### src/rtl/bus_wait_gen.sv
// Bus cycle wait-state generator: classifies CPU bus cycles and stretches them.
// Optional bus timeout and sticky bus_err enabled with `define BUS_TIMEOUT_EN.
module bus_wait_gen #(
    parameter int ADDR_W    = 22,
    parameter logic [ADDR_W-1:0] SLOW_BASE = 22'h200000,
    parameter int MEM_WAIT  = 0,
    parameter int SLOW_WAIT = 3,
    parameter int IO_WAIT   = 2,
    parameter int TIMEOUT   = 255
) (
    input  logic              clk,
    input  logic              arst,
    input  logic [ADDR_W-1:0] addr,
    input  logic              rd,
    input  logic              wr,
    input  logic              mem_io,
    input  logic              ext_rdy,
    input  logic              err_clr,
    output logic              WAIT,
    output logic              cyc_done,
    output logic [1:0]        cyc_class,
    output logic              bus_err
);

    typedef enum logic [1:0] {
        ST_IDLE  = 2'd0,
        ST_COUNT = 2'd1,
        ST_HOLD  = 2'd2
    } state_t;

    localparam logic [1:0] CLS_FAST = 2'b00;
    localparam logic [1:0] CLS_SLOW = 2'b01;
    localparam logic [1:0] CLS_IO   = 2'b10;

    state_t     state_q, state_d;
    logic [3:0] cnt_q, cnt_d;
    logic [1:0] cls_q, cls_d;
    logic       stb;
    logic [1:0] cls_now;
    logic [3:0] n_now;
    logic       wait_c;
    logic       done_c;

    function automatic logic [3:0] n_of(input logic [1:0] c);
        unique case (c)
            CLS_FAST: n_of = 4'(MEM_WAIT);
            CLS_SLOW: n_of = 4'(SLOW_WAIT);
            default:  n_of = 4'(IO_WAIT);
        endcase
    endfunction

    assign stb = rd | wr;

    // Classify the cycle from the live bus; only used in the start cycle
    always_comb begin
        if (!mem_io) begin
            cls_now = CLS_IO;
        end else if (addr >= SLOW_BASE) begin
            cls_now = CLS_SLOW;
        end else begin
            cls_now = CLS_FAST;
        end
        n_now = n_of(cls_now);
    end

`ifdef BUS_TIMEOUT_EN
    logic [7:0] to_q, to_d;
    logic       err_q, err_d;
`endif

    // Next-state, wait and completion logic
    always_comb begin
        state_d = state_q;
        cnt_d   = cnt_q;
        cls_d   = cls_q;
        wait_c  = 1'b0;
        done_c  = 1'b0;
`ifdef BUS_TIMEOUT_EN
        to_d    = to_q;
        err_d   = err_q & ~err_clr;
`endif
        unique case (state_q)
            ST_IDLE: begin
                if (stb) begin
                    cls_d = cls_now;
`ifdef BUS_TIMEOUT_EN
                    to_d  = 8'd0;
`endif
                    if (n_now != 4'd0) begin
                        wait_c  = 1'b1;
                        cnt_d   = n_now - 4'd1;
                        state_d = ST_COUNT;
                    end else if (mem_io || ext_rdy) begin
                        done_c  = 1'b1;
                        state_d = ST_HOLD;
                    end else begin
                        wait_c  = 1'b1;
                        cnt_d   = 4'd0;
                        state_d = ST_COUNT;
                    end
                end
            end
            ST_COUNT: begin
                if (!stb) begin
                    state_d = ST_IDLE;
                end else begin
                    wait_c = (cnt_q != 4'd0) |
                             ((cls_q == CLS_IO) & ~ext_rdy);
                    if (cnt_q != 4'd0) begin
                        cnt_d = cnt_q - 4'd1;
                    end
`ifdef BUS_TIMEOUT_EN
                    if ((cnt_q == 4'd0) && (cls_q == CLS_IO) && !ext_rdy) begin
                        if (to_q == 8'(TIMEOUT)) begin
                            wait_c = 1'b0;
                            err_d  = 1'b1;
                        end else begin
                            to_d = to_q + 8'd1;
                        end
                    end
`endif
                    if (!wait_c) begin
                        done_c  = 1'b1;
                        state_d = ST_HOLD;
                    end
                end
            end
            ST_HOLD: begin
                if (!stb) begin
                    state_d = ST_IDLE;
                end
            end
            default: begin
                state_d = ST_IDLE;
            end
        endcase
    end

    // State registers with synchronous reset
    always_ff @(posedge clk) begin
        if (arst) begin
            state_q <= ST_IDLE;
            cnt_q   <= 4'd0;
            cls_q   <= CLS_FAST;
`ifdef BUS_TIMEOUT_EN
            to_q    <= 8'd0;
            err_q   <= 1'b0;
`endif
        end else begin
            state_q <= state_d;
            cnt_q   <= cnt_d;
            cls_q   <= cls_d;
`ifdef BUS_TIMEOUT_EN
            to_q    <= to_d;
            err_q   <= err_d;
`endif
        end
    end

    assign WAIT      = wait_c & ~arst;
    assign cyc_done  = done_c & ~arst;
    assign cyc_class = cls_q;

`ifdef BUS_TIMEOUT_EN
    assign bus_err = err_q;
`else
    logic unused_sig;
    assign unused_sig = err_clr & (TIMEOUT != 0);
    assign bus_err    = 1'b0;
`endif

endmodule
### config.mk
export PLATFORM = sky130hd
export DESIGN_NAME = bus_wait_gen
export DESIGN_NICKNAME = d
export VERILOG_FILES = /design/src/rtl/bus_wait_gen.sv
export SDC_FILE = /design/constraint.sdc
export NUM_CORES = 1
export LEC_CHECK = 0
export BUFFER_PORTS_ARGS = -buffer_cell sky130_fd_sc_hd__buf_2
export CORE_MARGIN = 2
export CORE_UTILIZATION = 28
export CTS_BUF_LIST = sky130_fd_sc_hd__clkbuf_8 sky130_fd_sc_hd__clkbuf_16
export CTS_CLUSTER_DIAMETER = 40
export CTS_CLUSTER_SIZE = 20
export DETAILED_ROUTE_END_ITERATION = 7
export PLACE_DENSITY_LB_ADDON = 0.12
export SKIP_CTS_REPAIR_TIMING = 1
export SLEW_MARGIN = 30
export SYNTH_ARGS = -nofsm -noshare
export SYNTH_HDL_FRONTEND = slang
export SYNTH_SLANG_ARGS = --single-unit
### constraint.sdc
create_clock -name clk -period 2.1 [get_ports clk]
set_clock_uncertainty 0.05 [all_clocks]
set_input_delay 0.315 -clock clk [delete_from_list [all_inputs] [get_ports clk]]
set_output_delay 0.315 -clock clk [all_outputs]
set_load 0.01 [all_outputs]
==> results.toml <==
[outcome]
outcome = "finished, violations left"
violations = "negative setup slack"

[sta]
finalHoldViolations = 0
worst_pin_slew_ns = 0.500
slew_viol_final = 0
fin_crit_ns = 2.35
period_share = 1.12
fin_ws_ns = -0.252
relSlewSlack = 0.666
max_freq_ghz = 0.425
setup_violations = 2
rsz0062_at_grt = "true"
final.setup.tns_ns = -0.438

[power]
switching_share = 0.287
peakVddDrop_uv = 395
comb_power_share = 0.324
p_int_uw = 390
p_leak_uw = 0.000269
clockPowerShare = 0.347
pwr_density_cell_mw_per_mm2 = 846
seqPwrFrac = 0.328
p_sw_uw = 157

[critical_path]
cp-endpoint = "cyc_done"
crit_chain = "inv_2 -> ha_4 -> or3b_4 -> or3_4 -> a2111oi_4 -> buf_2"
startpoint_type = "flip-flop"
rrSetupSlack_ns = 0.36
timing.rr.start = "cnt_q[0]"
critical_path.slowest_cell = "or3_4"
required_ns = 1.74
reg2reg_depth = 6
timing.rr.end = "state_q[1]"
critPathArrivalTime_ns = 1.99
crit_type = "flip-flop to primary output"
worstSetupStartpoint = "cnt_q[0]"
cp-end-kind = "primary output"
slowest_delay_ns = 0.41
crit_fanout = 2

[global_route]
grtUsageTotal = 0.127
grt_pass1_wl_mm = 1.77
overflow = 0
grt_pass1_vias = 421
grt_max_degree = 13
antenna_found_initial = 0

[cells_and_area]
diodes = 0
final_cell_mix = "buf_2 (10), dfxtp_1 (7), buf_4 (6)"
nets = 103
utilization = 0.415
drive_gt1_frac = 0.423
final_common_cell = "buf_2"
syn_to_final_growth_pct = 35.3
stdcell_count = 87

[floorplanning]
num_rows = 14
start_util = 0.307
core_area_mm2 = 0.00156
design.die.area_mm2 = 0.00205
die_h_um = 45.3
ioPinCount = 34
die_w_um = 45.3

[placement]
dp_cells = 83
dp_hpwl_um = 788
io_buffers = 10
place.gp.congestion = 0.780

[logic_synthesis]
synth_area_leaders = "dfxtp_1 (34%), a2111oi_4 (5.8%), a211oi_1 (4.7%), nand3_1 (3.1%), ha_1 (2.6%)"
synth.distinct_cells = 32
syn_avg_cell_area_um2 = 8.85
synth_warnings = 0
yosys.area.top_type = "dfxtp_1"
yosysSeqAreaShare = 0.335
synth_seq_cells = 8
synth_top_area_frac = 0.335
syn_nets = 84
syn_area_um2 = 478
synthCells = 54

[cts]
cts_sinks = 8
clockBufferDepth = 2
clock_latency_ns = 0.23
cts_tree = "yes"
cts-root-buf = "clkbuf_8"
h-tree-depth = 1
clk_pin_slew_worst_paths_ns = 0.04
cts_buffers = 3

[detailed_routing]
wl_per_cell_um = 12.5
via_per_inst = 5.25
num_vias = 457
first_pass_iters = 4
drc = 0
wl_mm = 1.09
route.antenna.remaining_nets = 0
drtIter0Drc = 9

[flow_run]
maxCapViolCount = 0

[hold_path]
holdPathStages = 2
min_from = "mem_io"
min_path_type = "input port to flip-flop"
## metal layers
metal | wire length [µm] | global-route usage
met1 | 532 | 0.163
met2 | 476 | 0.174
met3 | 63 | 0.0600
met4 | 18 | 0.0706
met5 | 0 | 0
## worst max-delay path, delay by kind of cell (launching register included)
family,cells,cell delay (ns)
and+or+nand+nor,2,0.78
DFF,1,0.31
AOI/OAI and AO/OA,1,0.27
buffers and inverters,2,0.26
adders and majority gates,1,0.13
## metrics by stage
| step | hold WS [ns] | setup slack [ns] | power, µW | cell area (µm²) |
|---|---|---|---|---|
| 2_1_floorplan | 0.361 | 0.116 | 282 | 478 |
| 3_3_place_gp | 0.434 | -0.0259 | 339 | 578 |
| 3_5_place_dp | 0.437 | -0.0217 | 339 | 578 |
| 4_1_cts | 0.262 | -0.278 | 535 | 619 |
| 5_1_grt | 0.277 | -0.323 | 588 | 647 |
| 6_report | 0.261 | -0.252 | 547 | 647 |
## sequential cells by signal, summed over array words and instances (netlist names)
name / flops
cyc_class: 2
cnt_q: 4
state_q: 2
## layout make-up
| cell class | count | area, µm² |
|---|---|---|
| Fill cell | 153 | 912 |
| Multi-Input combinational cell | 40 | 307 |
| Inverter | 3 | 11.3 |
| Clock buffer | 3 | 41.3 |
| Tap cell | 16 | 20.0 |
| Sequential cell | 8 | 161 |
| Timing Repair Buffer | 17 | 106 |
## power groups by stage
stage               clock network, µW  registers [µW]  logic (µW)
floorplan                           0             184        97.5
global placement                    0             181         158
detailed placement                  0             181         158
CTS                               198             178         158
global route                      206             182         201
finish                            190             180         178
## Yosys cell counts, drive strengths merged
cell type and n:
or2 1, or3b 1, xnor2 1, a311oi 1
nor3 2, or4 1, mux2 1, nand4b 1
buf 1, nand4 1, clkbuf 2, o21bai 1
a21oi 1, nand2 3, or3 1, a211oi 3
nor4 2, nor2 3, a211o 1, nand2b 2
nor2b 2, dfxtp 8, nor3b 1, ha 1
o41ai 1, nand3 3, a2111oi 1, conb 1
and3b 1, o31ai 1, inv 3, and3 1
## worst min-delay path by stage
stage                               to
final                     cyc_class[1]
after global routing      cyc_class[1]
after CTS                 cyc_class[1]
after detailed placement  cyc_class[0]
after global placement    cyc_class[0]
after floorplan           cyc_class[1]
## cells by family (layout without fill, tap and decap cells)
group | count (synthesis) | count (layout) | share of synthesized area
AND/OR/NAND/NOR | 26 | 26 | 0.332
multiplexers | 1 | 1 | 0.0236
AO/OA/AOI/OAI | 10 | 10 | 0.202
adder cells (fa/ha/maj) | 1 | 1 | 0.0262
buffers and inverters | 6 | 23 | 0.0550
XOR/XNOR | 1 | 1 | 0.0183
other | 1 | 1 | 0.00785
flip-flops | 8 | 8 | 0.335
No activity file was read; power rests on OpenSTA's default activity.
